[src/rtl/rca_seq_adder_pkg.sv]
// Shared definitions for the chunk-serial ripple-carry adder: FSM encoding,
// chunk-count helper and the WIDTH/CHUNK legality check.
package adder_pkg;

    typedef enum logic [1:0] {
        IDLE = 2'd0,
        RUN  = 2'd1,
        DONE = 2'd2
    } state_e;

    function automatic int nchunk(input int width, input int chunk);
        return (chunk > 0) ? (width / chunk) : 1;
    endfunction

    function automatic bit width_legal(input int width, input int chunk);
        return (chunk >= 1) && (chunk <= width) && ((width % chunk) == 0);
    endfunction

endpackage

[src/rtl/rca_nbit.sv]
// Combinational N-bit ripple-carry adder; also exposes the carry into the MSB
// so the caller can derive signed overflow.
module rca_nbit #(
    parameter int N = 4
) (
    input  logic [N-1:0] a,
    input  logic [N-1:0] b,
    input  logic         cin,
    output logic [N-1:0] sum,
    output logic         cout,
    output logic         c_msb
);

    logic [N:0] full;

    assign full  = {1'b0, a} + {1'b0, b} + {{N{1'b0}}, cin};
    assign sum   = full[N-1:0];
    assign cout  = full[N];
    // Sum bit = a ^ b ^ carry_in, so the MSB carry-in falls out of the sum bit.
    assign c_msb = a[N-1] ^ b[N-1] ^ sum[N-1];

endmodule

[src/rtl/rca_seq_adder.sv]
// Chunk-serial ripple-carry adder/subtractor with valid/ready on both sides.
// Define RCA_SEQ_FLAGS_EN to build the ovf/zero flag logic; otherwise both read 0.
module rca_seq_adder
    import adder_pkg::*;
#(
    parameter int WIDTH = 16,
    parameter int CHUNK = 4
) (
    input  logic             clk,
    input  logic             rst,
    input  logic             in_valid,
    output logic             in_ready,
    input  logic [WIDTH-1:0] a,
    input  logic [WIDTH-1:0] b,
    input  logic             cin,
    input  logic             sub,
    output logic             out_valid,
    input  logic             out_ready,
    output logic [WIDTH-1:0] s,
    output logic             cout,
    output logic             ovf,
    output logic             zero
);

    localparam int NCHUNK = nchunk(WIDTH, CHUNK);
    localparam int IDX_W  = (NCHUNK > 1) ? $clog2(NCHUNK) : 1;
    localparam logic [IDX_W-1:0] LAST_IDX = IDX_W'(NCHUNK - 1);

    generate
        if (!width_legal(WIDTH, CHUNK)) begin : g_illegal_width
            $error("rca_seq_adder: WIDTH must be a non-zero multiple of CHUNK");
        end
    endgenerate

    state_e             state_q, state_d;
    logic [IDX_W-1:0]   idx_q, idx_d;
    logic               carry_q, carry_d;
    logic [WIDTH-1:0]   a_q, a_d;
    logic [WIDTH-1:0]   b_q, b_d;
    logic [WIDTH-1:0]   s_q, s_d;
    logic               cout_q, cout_d;

    logic [CHUNK-1:0]   a_slice;
    logic [CHUNK-1:0]   b_slice;
    logic [CHUNK-1:0]   chunk_sum;
    logic               chunk_cout;

`ifdef RCA_SEQ_FLAGS_EN
    logic               chunk_cmsb;
    logic               ovf_q, ovf_d;
    logic               zero_q, zero_d;
`else
    logic               chunk_cmsb_unused;
`endif

    assign a_slice = a_q[idx_q*CHUNK +: CHUNK];
    assign b_slice = b_q[idx_q*CHUNK +: CHUNK];

    rca_nbit #(.N(CHUNK)) u_chunk (
        .a     (a_slice),
        .b     (b_slice),
        .cin   (carry_q),
        .sum   (chunk_sum),
        .cout  (chunk_cout),
`ifdef RCA_SEQ_FLAGS_EN
        .c_msb (chunk_cmsb)
`else
        .c_msb (chunk_cmsb_unused)
`endif
    );

    always_comb begin
        state_d = state_q;
        idx_d   = idx_q;
        carry_d = carry_q;
        a_d     = a_q;
        b_d     = b_q;
        s_d     = s_q;
        cout_d  = cout_q;
`ifdef RCA_SEQ_FLAGS_EN
        ovf_d   = ovf_q;
        zero_d  = zero_q;
`endif
        case (state_q)
            IDLE: begin
                if (in_valid) begin
                    // Subtraction is A + ~B + 1, so the external carry-in is dropped.
                    a_d     = a;
                    b_d     = sub ? ~b : b;
                    carry_d = sub ? 1'b1 : cin;
                    idx_d   = '0;
                    state_d = RUN;
                end
            end
            RUN: begin
                s_d[idx_q*CHUNK +: CHUNK] = chunk_sum;
                carry_d = chunk_cout;
                idx_d   = idx_q + 1'b1;
                if (idx_q == LAST_IDX) begin
                    idx_d   = '0;
                    cout_d  = chunk_cout;
`ifdef RCA_SEQ_FLAGS_EN
                    ovf_d   = chunk_cmsb ^ chunk_cout;
                    zero_d  = (s_d == '0);
`endif
                    state_d = DONE;
                end
            end
            DONE: begin
                if (out_ready) begin
                    state_d = IDLE;
                end
            end
            default: begin
                state_d = IDLE;
            end
        endcase
    end

    always_ff @(posedge clk) begin
        if (rst) begin
            state_q <= IDLE;
            idx_q   <= '0;
            carry_q <= 1'b0;
            a_q     <= '0;
            b_q     <= '0;
            s_q     <= '0;
            cout_q  <= 1'b0;
`ifdef RCA_SEQ_FLAGS_EN
            ovf_q   <= 1'b0;
            zero_q  <= 1'b0;
`endif
        end else begin
            state_q <= state_d;
            idx_q   <= idx_d;
            carry_q <= carry_d;
            a_q     <= a_d;
            b_q     <= b_d;
            s_q     <= s_d;
            cout_q  <= cout_d;
`ifdef RCA_SEQ_FLAGS_EN
            ovf_q   <= ovf_d;
            zero_q  <= zero_d;
`endif
        end
    end

    assign in_ready  = (state_q == IDLE);
    assign out_valid = (state_q == DONE);
    assign s         = s_q;
    assign cout      = cout_q;
`ifdef RCA_SEQ_FLAGS_EN
    assign ovf       = ovf_q;
    assign zero      = zero_q;
`else
    assign ovf       = 1'b0;
    assign zero      = 1'b0;
`endif

endmodule

[config.mk]
export PLATFORM = sky130hd
export DESIGN_NAME = rca_seq_adder
export DESIGN_NICKNAME = d
export VERILOG_FILES = /design/src/rtl/rca_seq_adder_pkg.sv /design/src/rtl/rca_nbit.sv /design/src/rtl/rca_seq_adder.sv
export SDC_FILE = /design/constraint.sdc
export NUM_CORES = 1
export LEC_CHECK = 0
export CAP_MARGIN = 20
export CORE_AREA = 2 2 84 86
export CTS_CLUSTER_SIZE = 30
export DETAILED_ROUTE_END_ITERATION = 12
export DIE_AREA = 0 0 86 88
export PLACE_DENSITY = 0.66
export SYNTH_ARGS = -nofsm -noshare
export SYNTH_HDL_FRONTEND = slang
export SYNTH_SLANG_ARGS = --single-unit
[constraint.sdc]
create_clock -name clk -period 5 [get_ports clk]
set_clock_uncertainty 0.1 [all_clocks]
set_input_delay 1 -clock clk [delete_from_list [all_inputs] [get_ports clk]]
set_output_delay 1 -clock clk [all_outputs]
set_load 0.02 [all_outputs]
## After elaboration in Yosys (flattened, before gate mapping)

Index checks and enable logic that the tools add are counted.

- Bits in registers: 54
- Input port bits: 38
- Output and inout port bits: 21
- Word-level logic and storage cells: 40

- Add/sub/neg operators: 4
- Equality and inequality tests: 6
- Shift-type cells: 4
- Muxes and demuxes: 12
- Bitwise gates (word level): 1
- Reductions and logical operators: 6

Operator list:

| cell | number |
|---|---|
| negator 4 -> 34 bit | 1 |
| variable shift 4 x 34 -> 16 bit (first input constant) | 1 |
| indexed part select 4 x 34 -> 16 bit | 1 |
| indexed part select 16 x 5 -> 4 bit | 2 |
| bitwise mux 16 bit | 1 |
| 2-to-1 mux 16 bit | 1 |
| NOT 16 bit | 1 |
| 2-to-1 mux 2 bit | 5 |
| case mux 2 bit (3 select lines) | 1 |
| AND reduction 2 bit | 3 |
| adder 4 x 4 -> 5 bit | 1 |
| adder 5 x 1 -> 5 bit | 1 |
| == test 2 bit (second input constant) | 2 |
| inequality test 2 bit (second input constant) | 2 |
| case mux 2 bit (2 select lines) | 1 |
| AND reduction 3 bit | 1 |
| adder 2 x 1 -> 2 bit (second input constant) | 1 |
| == test 2 x 1 -> 1 bit (second input constant) | 1 |
| logical NOT 2 bit | 1 |
| 2-to-1 mux 1 bit | 2 |
| inequality test 2 x 1 -> 1 bit (second input constant) | 1 |
| case mux 1 bit (2 select lines) | 1 |
| nonzero test 2 bit | 1 |

## Depth between registers and ports, before layout

Gate-level depths: netlist (run 1).

- Depth in word-level cells: 5
- Mapped depth: 8

## Cells and area by module

From an unflattened synthesis (run 1), not the netlist that was laid out.

- Cells, all modules: 283
- Area total of the unflattened synthesis: 2600.0 µm²

By module, submodules not included:

| module | times used | cells each | area each (µm²) | seq. area each (µm²) |
|---|---|---|---|---|
| rca_seq_adder | 1 | 266 | 2458.6 | 1081.0 |
| rca_nbit | 1 | 17 | 141.4 | 0.0 |

## Worst setup path before layout (run 1)

OpenSTA, ideal clock, no wires.

- Path kind: register to register
- Start: reg idx_q[0]
- End: reg carry_q
- Data arrival time: 2568 ps
- Required time: 4763 ps
- Slack: 2195 ps
- Cell stages (with the launch flop): 9
- Path buffers: 1
- Period minus slack after synthesis: 2805 ps
- Cells stage by stage: dfxtp_1 buf_4 mux4_2 fa_1 fa_1 a21o_1 a21oi_1 or2b_1 a31oi_1

- Cells in the longest elaborated chain, start to end: 4
- Elaborated cells between the ends (all ways): 5
- Those cells by class: add/sub (2); shift (2); mux (1)

Ends and longest elaborated chain:

| what | RTL line | text |
|---|---|---|
| start: declaration | rca_seq_adder.sv:36 | `logic [IDX_W-1:0] idx_q, idx_d;` |
| start signal: assignment | rca_seq_adder.sv:135 | `idx_q <= idx_d;` |
| indexed part select 16 x 5 -> 4 bit, on equally long branches | rca_seq_adder.sv:56, rca_seq_adder.sv:57 |  |
| adder 4 x 4 -> 5 bit (*) | rca_nbit.sv:16 | `assign full = {1'b0, a} + {1'b0, b} + {{N{1'b0}}, cin};` |
| adder 5 x 1 -> 5 bit (*) | rca_nbit.sv:16 |  |
| case mux 1 bit (2 select lines) (*) | rca_seq_adder.sv:84 | `case (state_q)` |
| end signal: assignment | rca_seq_adder.sv:136 | `carry_q <= carry_d;` |
| end: declaration | rca_seq_adder.sv:37 | `logic carry_q, carry_d;` |

Every way passes the cells marked *; elsewhere a longest branch is shown, timed or not.
A chain may end at the register's enable or synchronous reset.

## Final worst setup path (run 1)

Ends and elaborated chain as after synthesis.

==> results of run 1 <==
==> area by class of cell <==
cell class / count / area, sq um
fillers: 617 / 3310
clock buffers: 7 / 76.3
clock inverters: 1 / 30.0
well taps: 80 / 100
multi-input cells: 192 / 1450
repair buffers: 58 / 583
flip-flops and latches: 54 / 1080
inverters: 3 / 11.3
==> worst max-delay path by stage <==
stage                   from  endpoint  depth (start not counted)
floorplan           idx_q[0]   carry_q                          8
global placement         sub    b_q[5]                          3
detailed placement       sub    b_q[5]                          3
CTS                 idx_q[0]   carry_q                          7
global route        idx_q[0]   carry_q                          7
finish              idx_q[0]   carry_q                          7
==> routing by layer <==
layer  track usage (%)  wire length, microns  vias up
met3              2.54                   187       10
li1                  -                     -     1014
met4              7.79                   125        0
met5                 0                     0        -
met2              25.0                  2570       38
met1              19.0                  2520      918
==> cell usage in the layout (no fill, tap or decap), types with 2 or more instances in the layout <==
| cell type | count |
|---|---|
| a32oi_1 | 2 |
| dfxtp_1 | 54 |
| a21oi_1 | 21 |
| fa_1 | 2 |
| xnor2_1 | 16 |
| nor2_1 | 20 |
| inv_1 | 3 |
| a31oi_1 | 2 |
| nand2_1 | 40 |
| nand3_1 | 5 |
| clkbuf_8 | 5 |
| a21o_1 | 2 |
| mux4_2 | 8 |
| ha_1 | 9 |
| nor2_2 | 16 |
| a22oi_1 | 13 |
| clkbuf_1 | 2 |
| conb_1 | 2 |
| clkdlybuf4s50_1 | 55 |
| a211oi_2 | 16 |
==> critical path, cell delays in order (launching register included) <==
cell	delay [ns]
dfxtp_1	0.51
mux4_2	0.57
fa_1	0.45
fa_1	0.41
a21o_1	0.19
a21oi_1	0.18
or2b_1	0.12
a31oi_1	0.07
==> cell families after synthesis <==
logic type / Yosys count / share of synthesized area [%]
buffers and inverters: 23 / 6.13
multiplexers: 8 / 6.69
AND/OR/NAND/NOR: 95 / 18.1
flip-flops: 54 / 40.1
other: 1 / 0.139
AO/OA/AOI/OAI: 59 / 17.6
XOR/XNOR: 17 / 5.53
adder cells (fa/ha/maj): 11 / 5.67
==> power by group through the flow <==
stage	Clock [uW]	Sequential (uW)	Combinational, uW
2_1_floorplan	0	479	141
5_1_grt	314	477	210
6_report	290	473	191
3_3_place_gp	0	484	188
4_1_cts	295	473	192
3_5_place_dp	0	483	192
==> metrics by stage <==
step	instance area, sq um	cells	total power [uW]	worst slack (ns)	util, %
finish	3330	395	954	2.29	50.2
global route	3330	395	1000	2.11	50.2
CTS	3310	394	961	2.21	49.8
detailed placement	3210	386	675	2.21	48.2
global placement	3210	386	672	2.24	48.2
floorplan	2700	269	620	2.20	-
==> flip-flops by register name (all words and copies together), names as in the netlist <==
signal	flops
a_q	16
b_q	16
s	16
idx_q	2
state_q	2
carry_q	1
cout	1
==> qor.csv, run 1 <==
stage;metric;value;unit
floorplanning;core-area;6640;sq um
grt;grt_overflow;0;
drt;vias_per_cell;5.01;
drt;route.vias.total;1980;
clocking;htreeDepth;2;
clocking;cts_tree;done;
floorplanning;num_rows;30;
drt;drc;0;
placement;dp_hpwl;3860;microns
floorplanning;initial_core_util;40.5;%
drt;wl;5400;microns
synth;synth_area;2690;sq um
synth;yosys_warnings;0;
finish;area_delta_synth_final;23.7;%
worst_hold_path;whs_path_depth;2;
clocking;post-cts-setup-buffers;0;
synth;ys_ff_latch;54;
timing;slew_viol_final;0;
timing;finalSetupViolCount;0;
drt;drt_iter0_drc;107;
timing;hold_viol;0;
grt;grt_pass1_vias;1955;
power;pwr-share-comb;20.0;%
worst_hold_path;hold_path_class;flop to flop;
synth;synth_edf_count;0;
worst_hold_path;min_to;s[15];
floorplanning;io_pins;59;
critical_path;r2r-end;carry_q;
critical_path;cp.required;5.10;ns
grt;grt_pass1_wl;8890;microns
finish;antenna_cells;0;
synth;synthTopCellsByCount;dfxtp_1, nand2_1, a21oi_1, nor2_1;
timing;fmax;369;MHz
power;power_density;286;nW/um^2
synth;yosysTopAreaCell;dfxtp_1;
drt;dr.pass1.iters;4;
floorplanning;die_h;88;microns
clocking;cts_buffers;5;
timing;max_slew_margin;34.9;%
clocking;clkSlewWorstSetupHoldPaths;0.09;ns
critical_path;start_kind;flop;
worst_hold_path;holdCritStartpoint;s[15];
grt;grt_max_degree;55;
drt;ant_nets;0;
synth;syn_inst;268;
timing;grt_setup_unrepaired;false;
timing;tightest_slew;0.974;ns
synth;synth.top_cell.area_share;40.1;%
synth;ys_seq_area_share;40.1;%
synth;avgSynthCellArea;10.0;sq um
floorplanning;die_x;86;microns
critical_path;end_kind;flop;
placement;gp_congestion;0.838;
synth;synthArstFlopShare;0;%
timing;tns;0;ns
power;vdd_drop_max;0.125;mV
synth;synth_cell_types;44;
flow_run;cap_violations;0;
critical_path;reg2reg_setup_slack;2.29;ns
clocking;cts_hold_buf;0;
clocking;root_buffer;clkbuf_8;
drt;wire_per_inst;13.7;microns
clocking;clockBufferDepth;2;
grt;antenna_found_initial;0;
critical_path;cp_max_fo;5;
clocking;clkLatencyLatePin;0.31;ns
finish;nets;363;
power;switching_share;26.9;%
run_status;outcome;finished, final reports clean;
clocking;cts_resized;0;
finish;drive_above_1_share;18.7;%
synth;ys.flop_type;dfxtp_1;
clocking;cts_num_sinks;54;
power;clockPowerShare;30.4;%
power;power_switching;256;uW
synth;synth.area.top_cells;dfxtp_1, a211oi_2, mux4_2, nand2_1, xnor2_1;
timing;finalCritPeriodShare;54.2;%
power;internal_power;698;uW
critical_path;worst-endpoint-arrival;2.81;ns
power;p_leak;0.00120;uW
synth;synth.most_common_cell;dfxtp_1;
critical_path;rr_worst_depth;7;
placement;io_buffers;56;
power;sequentialPowerShare;49.6;%
timing;worst_hold_slack;0.358;ns
timing;period_needed;2.71;ns
critical_path;path_class;flop to flop;
floorplanning;die_area;7570;sq um
grt;grt_use_total;15.1;%
critical_path;r2r_start;idx_q[0];
Note: power is estimated with default switching activity, not from simulation.
==> inputs of run 2 (changes only) <==
--- a/config.mk
+++ b/config.mk
@@ -10,7 +10,7 @@
 export CTS_CLUSTER_SIZE = 30
 export DETAILED_ROUTE_END_ITERATION = 12
 export DIE_AREA = 0 0 86 88
-export PLACE_DENSITY = 0.66
+export PLACE_DENSITY = 0.69
 export SYNTH_ARGS = -nofsm -noshare
 export SYNTH_HDL_FRONTEND = slang
 export SYNTH_SLANG_ARGS = --single-unit
==> constraint.sdc (replaced) <==
create_clock -name clk -period 2.4 [get_ports clk]
set_clock_uncertainty 0.1 [all_clocks]
set_input_delay 0.48 -clock clk [delete_from_list [all_inputs] [get_ports clk]]
set_output_delay 0.48 -clock clk [all_outputs]
set_load 0.02 [all_outputs]
==> qor.csv, run 2 (synthesized netlist as in run 1, its figures left out) <==
stage;metric;value;unit
drt;wire_per_inst;14.1;microns
placement;io_buffers;56;
placement;gp_congestion;0.845;
grt;grt_use_met1;19.2;%
timing;layout_setup_ws;-0.0100;ns
clocking;clkSlewWorstSetupHoldPaths;0.09;ns
timing;max_slew_margin;58.8;%
clocking;cts_tree;done;
clocking;clkLatencyLatePin;0.31;ns
timing;period_needed;2.41;ns
grt;grt_busiest_layer;met2;
floorplanning;die_h;88;microns
grt;antenna_found_initial;0;
finish;finish.utilization;51.5;%
finish;fin_area;3420;sq um
finish;fillers;621;
run_status;outcome;finished with violations;
finish;layout_commonest_cell;clkdlybuf4s50_1;
finish;nets;370;
finish;antenna_cells;0;
critical_path;worst-endpoint-arrival;2.50;ns
floorplanning;initial_core_util;40.5;%
drt;ant_nets;0;
critical_path;cp.buffers_inverters;0;
power;sequentialPowerShare;49.5;%
clocking;post-cts-setup-buffers;0;
critical_path;crit_slowest_cell;mux4_2;
timing;grt_setup_unrepaired;true;
drt;route.vias.total;2037;
flow_run;cap_violations;0;
power;vdd_drop_max;0.331;mV
finish;drive_above_1_share;22.7;%
critical_path;cp_slowest_stage_delay;0.52;ns
placement;placedCellCount;394;
grt;grt_use_total;15.8;%
timing;fmax;415;MHz
grt;grt_use_met2;27.4;%
worst_hold_path;hold_path_class;flop to flop;
critical_path;cpMostUsedCell;fa_2;
power;pwr-share-comb;21.6;%
clocking;clockBufferDepth;2;
timing;tightest_slew;0.617;ns
grt;grt_max_degree;55;
grt;grt_pass1_wl;9390;microns
clocking;htreeDepth;2;
drt;wl;5650;microns
critical_path;reg2reg_setup_slack;-0.01;ns
floorplanning;num_rows;30;
power;power_switching;533;uW
grt;use_met3;3.39;%
placement;postPlaceCellArea;3300;sq um
finish;area_delta_synth_final;27.2;%
floorplanning;core-area;6640;sq um
clocking;root_buffer;clkbuf_8;
timing;finalSetupViolCount;1;
finish;final_cells;401;
critical_path;start_kind;flop;
clocking;cts_buffers;5;
drt;vias_per_cell;5.08;
power;switching_share;26.8;%
grt;grt_pass1_vias;2076;
finish;layout_common_cells;clkdlybuf4s50_1, dfxtp_1, nand2_1, nor2_1, a21oi_1;
drt;drt_iter0_drc;130;
power;internal_power;1460;uW
critical_path;path_class;flop to flop;
critical_path;end_kind;flop;
power;p_leak;0.00124;uW
timing;slew_viol_final;0;
floorplanning;io_pins;59;
placement;dp_hpwl;4170;microns
critical_path;cp_max_fo;4;
critical_path;critPathTopFamily;adder cells;
clocking;cts_num_sinks;54;
critical_path;worstPathCellList;mux4_2 -> fa_2 -> fa_2 -> a21o_1 -> a21oi_2 -> or2b_1 -> a31oi_1;
grt;grt_overflow;0;
critical_path;cp.required;2.49;ns
drt;dr.pass1.iters;4;
floorplanning;die_x;86;microns
timing;finalCritPeriodShare;100;%
timing;hold_viol;0;
drt;drc;0;
power;power_density;581;nW/um^2
power;clockPowerShare;28.9;%
run_status;violations;setup timing;
power;finalPower;1990;uW
floorplanning;die_area;7570;sq um
==> run 2: cell count changes in the layout (fill, tap and decap cells not counted), sizes merged <==
cell,delta
buf,+7
bufinv,-1
==> run 2: worst reg2reg max path, delay by kind of cell, from the launching register on <==
| family | cells | cell delay [ns] |
|---|---|---|
| AO/OA/AOI/OAI | 3 | 0.41 |
| adder cells (fa/ha/maj) | 2 | 0.77 |
| flip-flops | 1 | 0.38 |
| multiplexers | 1 | 0.52 |
| AND/OR/NAND/NOR | 1 | 0.13 |
==> run 2: per-stage QoR <==
stage	hold slack [ns]	worst slack (ns)	TNS (ns)
after floorplan	0.333	-0.0797	-0.151
after global placement	0.342	0.0475	0
after detailed placement	0.351	-0.0154	-0.0156
after CTS	0.364	-0.000148	-0.000148
after global routing	0.386	-0.0789	-0.485
final	0.360	-0.0100	-0.0100
==> run 2: timing repair <==
| action | 4_1_cts | 5_1_grt |
|---|---|---|
| hold endpoints to repair | 0 | 0 |
| setup endpoints to repair | 5 | 10 |
| pin swaps | 2 | 2 |
| resized for setup | 0 | 3 |
| hold buffers | 0 | 0 |
==> run 2: cell type report <==
| class | count | area (sq um) | share of cell area (%) |
|---|---|---|---|
| well taps | 80 | 100 | 2.92 |
| inverters | 3 | 11.3 | 0.329 |
| repair buffers | 65 | 652 | 19.0 |
| flip-flops and latches | 54 | 1080 | 31.7 |
| multi-input cells | 192 | 1470 | 42.9 |
| clock buffers | 7 | 108 | 3.14 |
==> run 2: path summary, 6_finish.rpt <==
| path | end | from | cells after the start |
|---|---|---|---|
| max reg2reg | carry_q | idx_q[0] | 7 |
| min reg2reg | a_q[15] | a_q[15] | 2 |
| min | a_q[15] | a_q[15] | 2 |
| max | carry_q | idx_q[0] | 7 |
==> run 2: power groups by stage <==
stage          Clock [uW]  Sequential [uW]  Combinational [uW]
2_1_floorplan           0              999                 299
3_3_place_gp            0             1010                 419
3_5_place_dp            0             1010                 428
6_report              574              985                 429
5_1_grt               629              992                 470
4_1_cts               589              986                 430
==> run 2: per-layer routing <==
| metal | up-vias | wire [microns] |
|---|---|---|
| met4 | 0 | 111 |
| met2 | 52 | 2790 |
| met5 | - | 0 |
| met3 | 8 | 254 |
| met1 | 944 | 2500 |
| li1 | 1033 | - |
==> variant (config.mk and constraints of run 2) <==
Add a define of `RCA_SEQ_FLAGS_EN`.
--- a/src/rtl/rca_seq_adder.sv
+++ b/src/rtl/rca_seq_adder.sv
@@ -1,5 +1,7 @@
 // Chunk-serial ripple-carry adder/subtractor with valid/ready on both sides.
 // Define RCA_SEQ_FLAGS_EN to build the ovf/zero flag logic; otherwise both read 0.
+`define RCA_SEQ_FLAGS_EN
+
 module rca_seq_adder
     import adder_pkg::*;
 #(
Formal check against the unedited RTL: not equivalent (Yosys sat finds a counterexample within 10 cycles, from zero or initial values and one cycle with rst high).
==> variant against run 2 <==
- the run still ends with negative setup slack left
- largest power group unchanged
- design area grew 9.9%
- die area is the same
- utilization grew 5.1 points
- sequential cell count grew 2
- synthesized area grew 2.6%
- wire length grew 19%
- synthesized cell count grew 17%
- power grew 5.6%
- critical endpoint is now zero$_SDFFE_PP0P_
- worst setup slack lost 0.27 ns
- cell count grew 16%
- combinational power grew 25%
==> variant: results (changes against run 2) <==
status=complete, but fails checks (unchanged); failing checks=negative setup slack (unchanged); Slew headroom=58.4% (was 58.8%); post-route setup slack=-0.281 ns (was -0.0100 ns); Largest stage delay, worst path=0.53 ns; Synth area leaders=dfxtp_1, mux4_2, nand2_1 (was dfxtp_1, a211oi_2, mux4_2); final net count=435 (was 370); placer congestion estimate=0.841 (was 0.845); postcts setup bufs=2 (was 0); CP Max Fanout=5 (was 4); Mapped Avg Cell Area=8.80 µm² (was 10.0 µm²); GRT Util Overall=18.9% (was 15.8%); vias in the first global route=2301 (was 2076); post-detailed-route via-to-cell ratio=5.23 (was 5.08); DP HPWL=5010 µm (was 4170 µm); Clock Latency Late Sink=0.31 ns (about the same); Worst EP arrival=2.82 ns (was 2.50 ns); largest net degree at the start of global routing=56 (was 55); first-pass GRT wire length=11300 µm (was 9390 µm); DRT iter0 DRCs=91 (was 130); maximum VDD drop=0.259 mV (was 0.331 mV); synth cell count leaders=dfxtp_1, nand2_1, nor2_1 (was dfxtp_1, nand2_1, a21oi_1); crit path kind=flop to flop (unchanged); post-synthesis sequential area ratio=40.6% (was 40.1%); Distinct cells, synth=43 (was 44); HP Start=a_q[11]$_SDFFE_PP0P_ (was a_q[15]$_SDFFE_PP0P_); DP Cell Count=456 (was 394); R2R depth=8 (was 7); final hold slack=0.358 ns (was 0.360 ns); hold endpoint=a_q[11]$_SDFFE_PP0P_ (was a_q[15]$_SDFFE_PP0P_); Setup TNS=-1.75 ns (was -0.0100 ns); CP top delay family=simple AND/OR/NAND/NOR gates (was adder cells); ys async rst share=0% (unchanged); Reg clk slew, reported paths=0.10 ns; leakage=1.34 nW (was 1.24 nW); I/O Buffers=58 (was 56); WL final=6750 µm (was 5650 µm); Final setup viols=12 (was 1); layout cells sized above 1=15.0% (was 22.7%); Post-CTS Resized=4 (was 0); capturing point of the worst reg2reg path=zero$_SDFFE_PP0P_ (was carry_q$_SDFFE_PP0P_); H-tree depth=2 (unchanged); post-DR wirelength/cell=14.5 µm (was 14.1 µm)
[variant: cell families (layout without fill, tap and decap cells)]
kind of cell | count (synthesis) | in the layout | synth area share (%)
buffers and inverters | 27 | 100 | 4.03
AO/OA/AOI/OAI | 73 | 73 | 17.5
multiplexers | 8 | 8 | 6.52
adder cells (fa/ha/maj) | 11 | 11 | 5.53
flip-flops | 56 | 56 | 40.6
XOR/XNOR | 18 | 18 | 5.71
AND/OR/NAND/NOR | 121 | 121 | 20.2
[variant: power breakdown]
group	internal, mW	leakage [nW]	switching (mW)
combinational	0.288	0.833	0.248
sequential	0.980	0.459	0.0321
clock	0.237	0.0516	0.315
total	1.50	1.34	0.595
[variant: layout make-up]
class	instances	area (µm²)
Tap cell	80	100
Sequential cell	56	1120
Clock buffer	6	82.6
Fill cell	606	2880
Multi-Input combinational cell	231	1610
Timing Repair Buffer	84	798
Inverter	8	30.0
Clock inverter	2	13.8
[variant: per-layer routing]
| layer | vias up | global-route usage [%] | part of all wire [%] |
|---|---|---|---|
| met1 | 1119 | 23.8 | 45 |
| met3 | 8 | 3.39 | 4.1 |
| met2 | 63 | 34.0 | 50 |
| met5 | - | 0 | 0 |
| li1 | 1252 | - | - |
| met4 | 0 | 3.90 | 0.89 |
[variant: per-stage QoR]
| step | area, µm² | power (mW) | utilization [%] | setup slack, ns |
|---|---|---|---|---|
| detailed placement | 3570 | 1.53 | 53.8 | -0.266 |
| CTS | 3700 | 2.10 | 55.7 | -0.262 |
| global route | 3760 | 2.21 | 56.6 | -0.384 |
| floorplan | 2810 | 1.32 | - | -0.424 |
| global placement | 3570 | 1.53 | 53.8 | -0.226 |
| finish | 3760 | 2.10 | 56.6 | -0.281 |
